===== src/rtl/buff_uart_pkg.sv =====
// ----------------------------------------------------------------------------
// buff_uart_pkg : shared types for the buffered UART bus host
// Revision 1.0
// ----------------------------------------------------------------------------
`default_nettype none

package buff_uart_pkg;

  localparam int CNT_W = 4;

  typedef enum logic {
    READ  = 1'b0,
    WRITE = 1'b1
  } bus_dir_t;

  typedef enum logic [2:0] {
    IDLE   = 3'd0,
    SETUP  = 3'd1,
    STROBE = 3'd2,
    WAIT   = 3'd3,
    RESP   = 3'd4
  } host_state_t;

endpackage

`default_nettype wire


===== src/rtl/buff_uart_host.sv =====
// ----------------------------------------------------------------------------
// buff_uart_host : single-outstanding request/response host driving a simple
// strobed peripheral bus (setup, one-cycle strobe, fixed read latency).
// Revision 1.0
// ----------------------------------------------------------------------------
`default_nettype none

module buff_uart_host
  import buff_uart_pkg::*;
#(
  parameter int width         = 8,
  parameter int address_width = 4,
  parameter int read_latency  = 1
) (
  input  logic                     clock,
  input  logic                     resetn,
  input  logic                     req_valid,
  output logic                     req_ready,
  input  bus_dir_t                 req_dir,
  input  logic [address_width-1:0] req_address,
  input  logic [width-1:0]         req_wdata,
  output logic                     rsp_valid,
  input  logic                     rsp_ready,
  output logic [width-1:0]         rsp_rdata,
  output logic [address_width-1:0] active_address,
  output logic                     write_enable,
  output logic                     read_enable,
  output logic [width-1:0]         data_out,
  input  logic [width-1:0]         data_in
);

  localparam logic [CNT_W-1:0] LAT = CNT_W'(read_latency);

  host_state_t              state_q, state_d;
  bus_dir_t                 dir_q;
  logic [address_width-1:0] addr_q;
  logic [width-1:0]         wdata_q;
  logic [width-1:0]         rdata_q, rdata_d;
  logic [CNT_W-1:0]         cnt_q, cnt_d;
  logic                     init_q;
  logic                     accept;

  // init_q keeps req_ready low while in reset and for the edge it is released on
  assign req_ready      = init_q && (state_q == IDLE);
  assign accept         = req_valid && req_ready;
  assign rsp_valid      = (state_q == RESP);
  assign rsp_rdata      = rdata_q;
  assign active_address = addr_q;
  assign data_out       = wdata_q;
  assign write_enable   = (state_q == STROBE) && (dir_q == WRITE);
  assign read_enable    = (state_q == STROBE) && (dir_q == READ);

  always_comb begin
    state_d = state_q;
    cnt_d   = cnt_q;
    rdata_d = rdata_q;
    case (state_q)
      IDLE: begin
        if (accept) begin
          state_d = SETUP;
        end
      end
      SETUP: begin
        state_d = STROBE;
      end
      STROBE: begin
        if (dir_q == WRITE) begin
          state_d = IDLE;
        end else begin
          state_d = WAIT;
          cnt_d   = LAT;
        end
      end
      WAIT: begin
        // a count of one marks the final wait cycle, when data_in is valid
        if (cnt_q <= CNT_W'(1)) begin
          rdata_d = data_in;
          cnt_d   = '0;
          state_d = RESP;
        end else begin
          cnt_d = cnt_q - CNT_W'(1);
        end
      end
      RESP: begin
        if (rsp_ready) begin
          state_d = IDLE;
        end
      end
      default: begin
        state_d = IDLE;
      end
    endcase
  end

  always_ff @(posedge clock or negedge resetn) begin
    if (!resetn) begin
      state_q <= IDLE;
      cnt_q   <= '0;
      rdata_q <= '0;
      init_q  <= 1'b0;
    end else begin
      state_q <= state_d;
      cnt_q   <= cnt_d;
      rdata_q <= rdata_d;
      init_q  <= 1'b1;
    end
  end

  always_ff @(posedge clock or negedge resetn) begin
    if (!resetn) begin
      dir_q   <= READ;
      addr_q  <= '0;
      wdata_q <= '0;
    end else if (accept) begin
      dir_q   <= req_dir;
      addr_q  <= req_address;
      wdata_q <= req_wdata;
    end
  end

endmodule

`default_nettype wire


===== config.mk =====
export PLATFORM = sky130hd
export DESIGN_NAME = buff_uart_host
export DESIGN_NICKNAME = d
export VERILOG_FILES = /design/src/rtl/buff_uart_pkg.sv /design/src/rtl/buff_uart_host.sv
export SDC_FILE = /design/constraint.sdc
export NUM_CORES = 1
export LEC_CHECK = 0
export ABC_AREA = 1
export BUFFER_PORTS_ARGS = -buffer_cell sky130_fd_sc_hd__buf_4
export CAP_MARGIN = 20
export CORE_ASPECT_RATIO = 0.8
export CORE_MARGIN = 10
export CORE_UTILIZATION = 50
export CTS_BUF_LIST = sky130_fd_sc_hd__clkbuf_4 sky130_fd_sc_hd__clkbuf_8 sky130_fd_sc_hd__clkbuf_16
export DETAILED_ROUTE_END_ITERATION = 8
export GPL_ROUTABILITY_DRIVEN = 1
export HOLD_SLACK_MARGIN = 0.03
export MAX_ROUTING_LAYER = met4
export PLACE_DENSITY = 0.86
export REMOVE_ABC_BUFFERS = 1
export SYNTH_ARGS = -nofsm -noshare
export SYNTH_HDL_FRONTEND = slang
export SYNTH_SLANG_ARGS = --single-unit

===== constraint.sdc =====
create_clock -name clock -period 2.5 [get_ports clock]
set_input_delay 0.5 -clock clock [delete_from_list [all_inputs] [get_ports clock]]
set_output_delay 0.5 -clock clock [all_outputs]
set_load 0.05 [all_outputs]

Word level (Yosys, flattened, before mapping)
Cells that the tools add are included.
- equal/unequal tests: 8
- reduce and logical (&&, ||, !) cells: 9
- add/subtract/negate cells: 1
- mux-type cells: 8
- bitwise operators: 1
- $lt $le $gt $ge: 1
- operators with widths (kind ; number):
    case mux 3 bit (5 select lines) ; 1
    two-way mux 3 bit ; 3
    two-way mux 4 bit ; 2
    case mux 4 bit (2 select lines) ; 1
    == test 3 x 2 -> 1 bit, second input constant ; 2
    != test 2 bit, second input constant ; 3
    <= comparator 4 x 1 -> 1 bit, second input constant ; 1
    logical AND 1 bit ; 4
    AND reduction 2 bit ; 2
    subtractor 4 x 1 -> 4 bit, second input constant ; 1
    == test 3 x 1 -> 1 bit, second input constant ; 1
    == test 3 bit, second input constant ; 1
    zero test 3 bit ; 1
    AND reduction 3 bit ; 1
    two-way mux 2 bit ; 1
    != test 2 x 1 -> 1 bit, second input constant ; 1
    nonzero test 2 bit ; 1
    inverter 1 bit ; 1
- register bits: 29
- word-level logic and storage cells: 35
- output and inout bits: 24
- bits of input ports: 25

Longest topological paths before layout
Gate-level depths: netlist of run 1.
- word-level depth: 5
- mapped depth: 10
- mapped depth without buffers: 10

Least setup slack after synthesis of run 1
No wires, ideal clock.
- path type: flip-flop to output port
- start point: reg state_q[1]
- end point: out rsp_valid
- path slack: 0.468 ns
- data required time: 2.000 ns
- arrival time: 1.532 ns
- stages on the path, launching flop included: 2
- path through: dfrtp_1 nor3_1
- longest elaborated chain between the ends: 1
- ends and longest elaborated chain (element ; RTL line ; RTL):
    from (decl) ; buff_uart_host.sv:34 ; host_state_t state_q, state_d;
    from (signal assigned) ; buff_uart_host.sv:102 ; state_q <= state_d;
    == test 3 bit ; buff_uart_host.sv:46 ; assign rsp_valid = (state_q == RESP);
    to (decl) ; buff_uart_host.sv:22 ; output logic rsp_valid,
No other way between the ends.

Worst setup path after layout of run 1
- start point: reg state_q[1]
- end point: out req_ready
- longest elaborated chain between the ends: 2
- ends and longest elaborated chain (element ; RTL line ; RTL):
    zero test 3 bit ; buff_uart_host.sv:44 ; assign req_ready = init_q && (state_q == IDLE);
    logical AND 1 bit ; buff_uart_host.sv:44 ;
    to (decl) ; buff_uart_host.sv:18 ; output logic req_ready,
No other way between the ends.

==> flow_summary.json, run 1 <==
{
  "outcome": "complete, no violations",
  "grt_usage": 0.140,
  "htree_levels": 2,
  "place_ws_ns": 0.734,
  "grt.met3_usage": 0.0380,
  "setup_viol": 0,
  "cp_slowest_cell": "dfrtp_1",
  "ant_nets": 0,
  "antenna_found_initial": 0,
  "critPathMaxFanout": 15,
  "dpl.hpwl_mm": 2.60,
  "clk_pin_slew_ns": 0.10,
  "yosys_warnings": 0,
  "cts_tree": "built",
  "postLayoutCellArea_um2": 1720,
  "skew_ns": 0.00720,
  "synth.yosys.seq_area_share": 0.562,
  "hold_buffers": 0,
  "layout.nets": 227,
  "drt_wl_total_mm": 3.49,
  "syn_inst": 148,
  "crit_chain": "nor2_2 -> nand2_2 -> nor2_4 -> buf_4",
  "die_h_um": 65.5,
  "place_area_um2": 1670,
  "use_met1": 0.159,
  "drc_errors": 0,
  "grt_pass1_vias": 1165,
  "critical-path-max-stage-delay_ns": 0.46,
  "arrival_ns": 1.63,
  "die-area_um2": 5030,
  "drv_cap": 0,
  "grt_overflow": 0,
  "fin_crit_ns": 2.13,
  "p_total_mw": 2.65,
  "setup_tns_ns": 0,
  "std_cell_rows": 16,
  "clockBufferDepth": 2,
  "gp_congestion": 0.767,
  "required_ns": 2.00,
  "max_freq_ghz": 0.470,
  "diodes": 0,
  "met2_usage": 0.226,
  "end_kind": "output port",
  "drv_slew": 0,
  "start_util": 0.524,
  "routed-via-count": 1184,
  "clkSinkCount": 29,
  "ys_ff_latch": 29,
  "grt_pass1_wl_mm": 5.55,
  "final_cell_mix": "61 x nand2_1, 48 x buf_4, 29 x dfrtp_1",
  "ioPinCount": 49,
  "die_w_um": 76.8,
  "cp-start-kind": "register",
  "first_iter_violations": 96,
  "peakVddDrop_mv": 0.873,
  "avgRoutedWirePerCell_um": 14.7,
  "leakagePower_nw": 0.969,
  "yosysUniqueCellTypes": 24,
  "cts_buffers": 5,
  "final_common_cell": "nand2_1",
  "io_buffers": 48,
  "rsz0062_at_grt": "false",
  "viasPerCell": 5.00,
  "syn_to_final_growth_pct": 33.5,
  "min_period_over_period": 0.851,
  "cts_setup_buffers": 0,
  "clkLatencyLatePin_ns": 0.32,
  "grt_max_degree": 30,
  "drive_gt1_frac": 0.318,
  "busiest_layer": "met2",
  "synth_area_um2": 1290,
  "power.density_nw_per_um2": 1540,
  "root_buffer": "clkbuf_4",
  "fin_ws_ns": 0.373,
  "holdCritPathClass": "input port to asynchronous set/reset pin",
  "syn_area_per_cell_um2": 8.72,
  "hold_viol": 0,
  "core_um2": 2460,
  "first_pass_iters": 4,
  "ctsResizeCount": 0,
  "crit_type": "register to output port"
}
==> cells in the mapped netlist <==
| library cell | instances | area share |
|---|---|---|
| nand3b_1 | 1 | 0.0058 |
| ha_1 | 2 | 0.019 |
| nand4_1 | 2 | 0.0097 |
| nand2_4 | 1 | 0.0087 |
| a21o_1 | 1 | 0.0058 |
| nor2_1 | 4 | 0.012 |
| nor2_2 | 1 | 0.0048 |
| dfrtp_1 | 29 | 0.56 |
| buf_2 | 1 | 0.0039 |
| o22ai_1 | 2 | 0.0097 |
| a31oi_1 | 1 | 0.0048 |
| xnor2_1 | 1 | 0.0068 |
| o21ai_0 | 1 | 0.0039 |
| o311ai_0 | 1 | 0.0068 |
| nand2_1 | 61 | 0.18 |
| nand2_2 | 2 | 0.0097 |
| buf_6 | 2 | 0.017 |
| a21oi_1 | 1 | 0.0039 |
| nor2_4 | 2 | 0.017 |
| inv_1 | 11 | 0.032 |
| nor3_1 | 1 | 0.0039 |
| nand3_1 | 17 | 0.066 |
| conb_1 | 1 | 0.0029 |
| inv_2 | 2 | 0.0058 |
==> cell type report <==
| class | count | area [um2] |
|---|---|---|
| Tap cell | 36 | 45.0 |
| Sequential cell | 29 | 726 |
| Timing Repair Buffer | 48 | 360 |
| Inverter | 13 | 48.8 |
| Fill cell | 205 | 738 |
| Multi-Input combinational cell | 103 | 489 |
| Clock inverter | 2 | 10.0 |
| Clock buffer | 6 | 45.0 |
==> kinds of logic (layout without fill, tap and decap cells) <==
kind of cell / count (synthesis) / count (layout) / synth area share
AND/OR/NAND/NOR: 92 / 92 / 0.315
flip-flops: 29 / 29 / 0.562
buffers and inverters: 16 / 69 / 0.0591
AO/OA/AOI/OAI: 7 / 7 / 0.0349
adder cells (fa/ha/maj): 2 / 2 / 0.0194
other: 1 / 1 / 0.00290
XOR/XNOR: 1 / 1 / 0.00678
==> report_power, final <==
group	leakage [nW]	switching [mW]	internal, mW	total [mW]
combinational	0.570	1.10	0.444	1.55
sequential	0.364	0.142	0.677	0.819
clock	0.0354	0.163	0.118	0.280
total	0.969	1.41	1.24	2.65
==> worst paths after layout <==
| kind | startpoint | endpoint | slack [ns] | cells past startpoint |
|---|---|---|---|---|
| max | state_q[1]$_DFFE_PN0P_ | req_ready | 0.37 | 4 |
| min | resetn | data_out[4]$_DFFE_PN0P_ | 0.09 | 1 |
| max reg2reg | cnt_q[0]$_DFFE_PN0P_ | rsp_rdata[5]$_DFFE_PN0P_ | 0.92 | 9 |
| min reg2reg | rsp_rdata[6]$_DFFE_PN0P_ | rsp_rdata[6]$_DFFE_PN0P_ | 0.48 | 2 |
| max in group asynchronous | resetn | state_q[1]$_DFFE_PN0P_ | 2.14 | 1 |
| min in group clock | data_in[1] | rsp_rdata[1]$_DFFE_PN0P_ | 0.38 | 3 |
==> critical path: cells and delay by family, from the launching register on <==
family | cells | cell delay [ns]
buffers and inverters | 1 | 0.27
AND/OR/NAND/NOR | 3 | 0.58
flip-flops | 1 | 0.46
==> state kept, by name, summed over array words and instances, names as in the netlist <==
| name | cells |
|---|---|
| active_address | 4 |
| cnt_q | 4 |
| data_out | 8 |
| dir_q | 1 |
| init_q | 1 |
| rsp_rdata | 8 |
| state_q | 3 |
==> per-stage QoR <==
stage,utilization,hold slack [ns],instances
CTS,0.700,0.0902,237
global route,0.700,0.0980,237
global placement,0.678,0.438,229
detailed placement,0.678,0.443,229
finish,0.700,0.0869,237
floorplan,-,0.204,145
==> metal layers <==
metal  part of all wire  wire [um]
met4              0.022         78
met3              0.044        154
met2               0.52       1810
met5                  0          0
met1               0.41       1440
(Power assumes the default switching activity.)
==> inputs of run 2 (changes only) <==
- PLACE_DENSITY: 0.86 -> unset
- PLACE_DENSITY_LB_ADDON: unset -> 0.08
==> flow_summary.json, run 2 (synthesis results as in run 1) <==
{
  "holdCritPathClass": "input port to asynchronous set/reset pin",
  "place_inst": 229,
  "first_pass_iters": 4,
  "drive_gt1_frac": 0.318,
  "drt_wl_total_mm": 3.03,
  "cts_tree": "built",
  "drv_cap": 0,
  "ant_nets": 0,
  "critPathMaxFanout": 15,
  "cts_setup_buffers": 0,
  "die-area_um2": 5030,
  "grt_pass1_wl_mm": 5.16,
  "clockBufferDepth": 2,
  "final_common_cell": "nand2_1",
  "fin_crit_ns": 2.13,
  "arrival_ns": 1.63,
  "root_buffer": "clkbuf_4",
  "drv_slew": 0,
  "required_ns": 2.00,
  "clkSinkCount": 29,
  "antenna_found_initial": 0,
  "ioPinCount": 49,
  "clkPwrFrac": 0.114,
  "cp-start-kind": "register",
  "max_freq_ghz": 0.469,
  "ctsResizeCount": 0,
  "clkLatencyLatePin_ns": 0.32,
  "grt_usage": 0.133,
  "fin_cells": 237,
  "fin_ws_ns": 0.367,
  "hold_viol": 0,
  "r2r_end": "rsp_rdata[5]$_DFFE_PN0P_",
  "viasPerCell": 4.57,
  "combPwrFrac": 0.576,
  "switching_share": 0.517,
  "hold_buffers": 0,
  "dpl.hpwl_mm": 2.32,
  "end_kind": "output port",
  "cts_buffers": 5,
  "outcome": "complete, no violations",
  "die_h_um": 65.5,
  "io_buffers": 48,
  "diodes": 0,
  "std_cell_rows": 16,
  "fin_util": 0.702,
  "gp_congestion": 0.751,
  "p_switching_mw": 1.35,
  "p_int_mw": 1.26,
  "leakagePower_nw": 0.971,
  "setup_tns_ns": 0,
  "crit_type": "register to output port",
  "nFillCells": 221,
  "skew_ns": 0.00501,
  "core_um2": 2460,
  "setup_viol": 0,
  "min_period_over_period": 0.853,
  "rsz0062_at_grt": "false",
  "grt_overflow": 0,
  "hold_ws_ns": 0.0756,
  "htree_levels": 2,
  "place_ws_ns": 0.713,
  "drc_errors": 0,
  "die_w_um": 76.8,
  "power_frac_seq": 0.310,
  "r2r_start": "cnt_q[0]$_DFFE_PN0P_",
  "first_iter_violations": 98,
  "reg2reg_depth": 9,
  "clk_pin_slew_ns": 0.09,
  "grt_pass1_vias": 1119,
  "ff2ff_setup_slack_ns": 0.95,
  "avgRoutedWirePerCell_um": 12.8,
  "grt_max_degree": 30,
  "peakVddDrop_mv": 0.939,
  "routed-via-count": 1082,
  "syn_to_final_growth_pct": 33.9,
  "start_util": 0.524,
  "power.density_nw_per_um2": 1510,
  "layout.nets": 227,
  "final_cell_mix": "61 x nand2_1, 48 x buf_4, 29 x dfrtp_1"
}
==> run 2: cell count changes in the layout (fill, tap and decap cells not counted), sizes merged <==
cell    previous run  this run
clkinv             2         0
clkbuf             6         8
==> run 2: area by class of cell <==
cell class / instances / area [um2] / area share
clock buffer: 8 / 60.1 / 0.0347
timing repair buffer: 48 / 360 / 0.208
sequential: 29 / 726 / 0.420
inverter: 13 / 48.8 / 0.0282
tap: 36 / 45.0 / 0.0260
multi-input combinational: 103 / 489 / 0.283
==> run 2: power groups by stage <==
stage,Combinational [mW],Clock (mW),Sequential [mW]
5_1_grt,1.66,0.335,0.842
3_3_place_gp,1.50,0,0.809
6_report,1.51,0.299,0.811
3_5_place_dp,1.53,0,0.818
4_1_cts,1.53,0.310,0.811
2_1_floorplan,0.550,0,1.33
==> run 2: layer usage <==
metal / vias to the layer above / GRT usage / routed length (um)
li1: 570 / - / -
met1: 468 / 0.157 / 1350
met2: 39 / 0.186 / 1320
met3: 5 / 0.0707 / 302
met4: 0 / 0.0556 / 46
met5: - / - / 0
==> run 2: worst max-delay path by stage <==
stage                     cells past startpoint         to  slack (ns)                   start
after floorplan                               1  rsp_valid        0.47  state_q[1]$_DFFE_PN0P_
after global placement                        4  req_ready        0.79  state_q[1]$_DFFE_PN0P_
after detailed placement                      4  req_ready        0.71  state_q[1]$_DFFE_PN0P_
after CTS                                     4  req_ready        0.35  state_q[1]$_DFFE_PN0P_
after global routing                          4  req_ready        0.24  state_q[1]$_DFFE_PN0P_
final                                         4  req_ready        0.37  state_q[1]$_DFFE_PN0P_
==> run 2: metrics by stage <==
step	instance area, um2	total power, mW
after detailed placement	1670	2.35
after CTS	1730	2.65
after floorplan	1260	1.88
after global placement	1670	2.30
after global routing	1730	2.84
final	1730	2.62
==> run 2: worst max-delay path: stages (launching register included) <==
cell and delay (ns):
dfrtp_1 0.46, nor2_2 0.18, nand2_2 0.10, nor2_4 0.30
buf_4 0.27
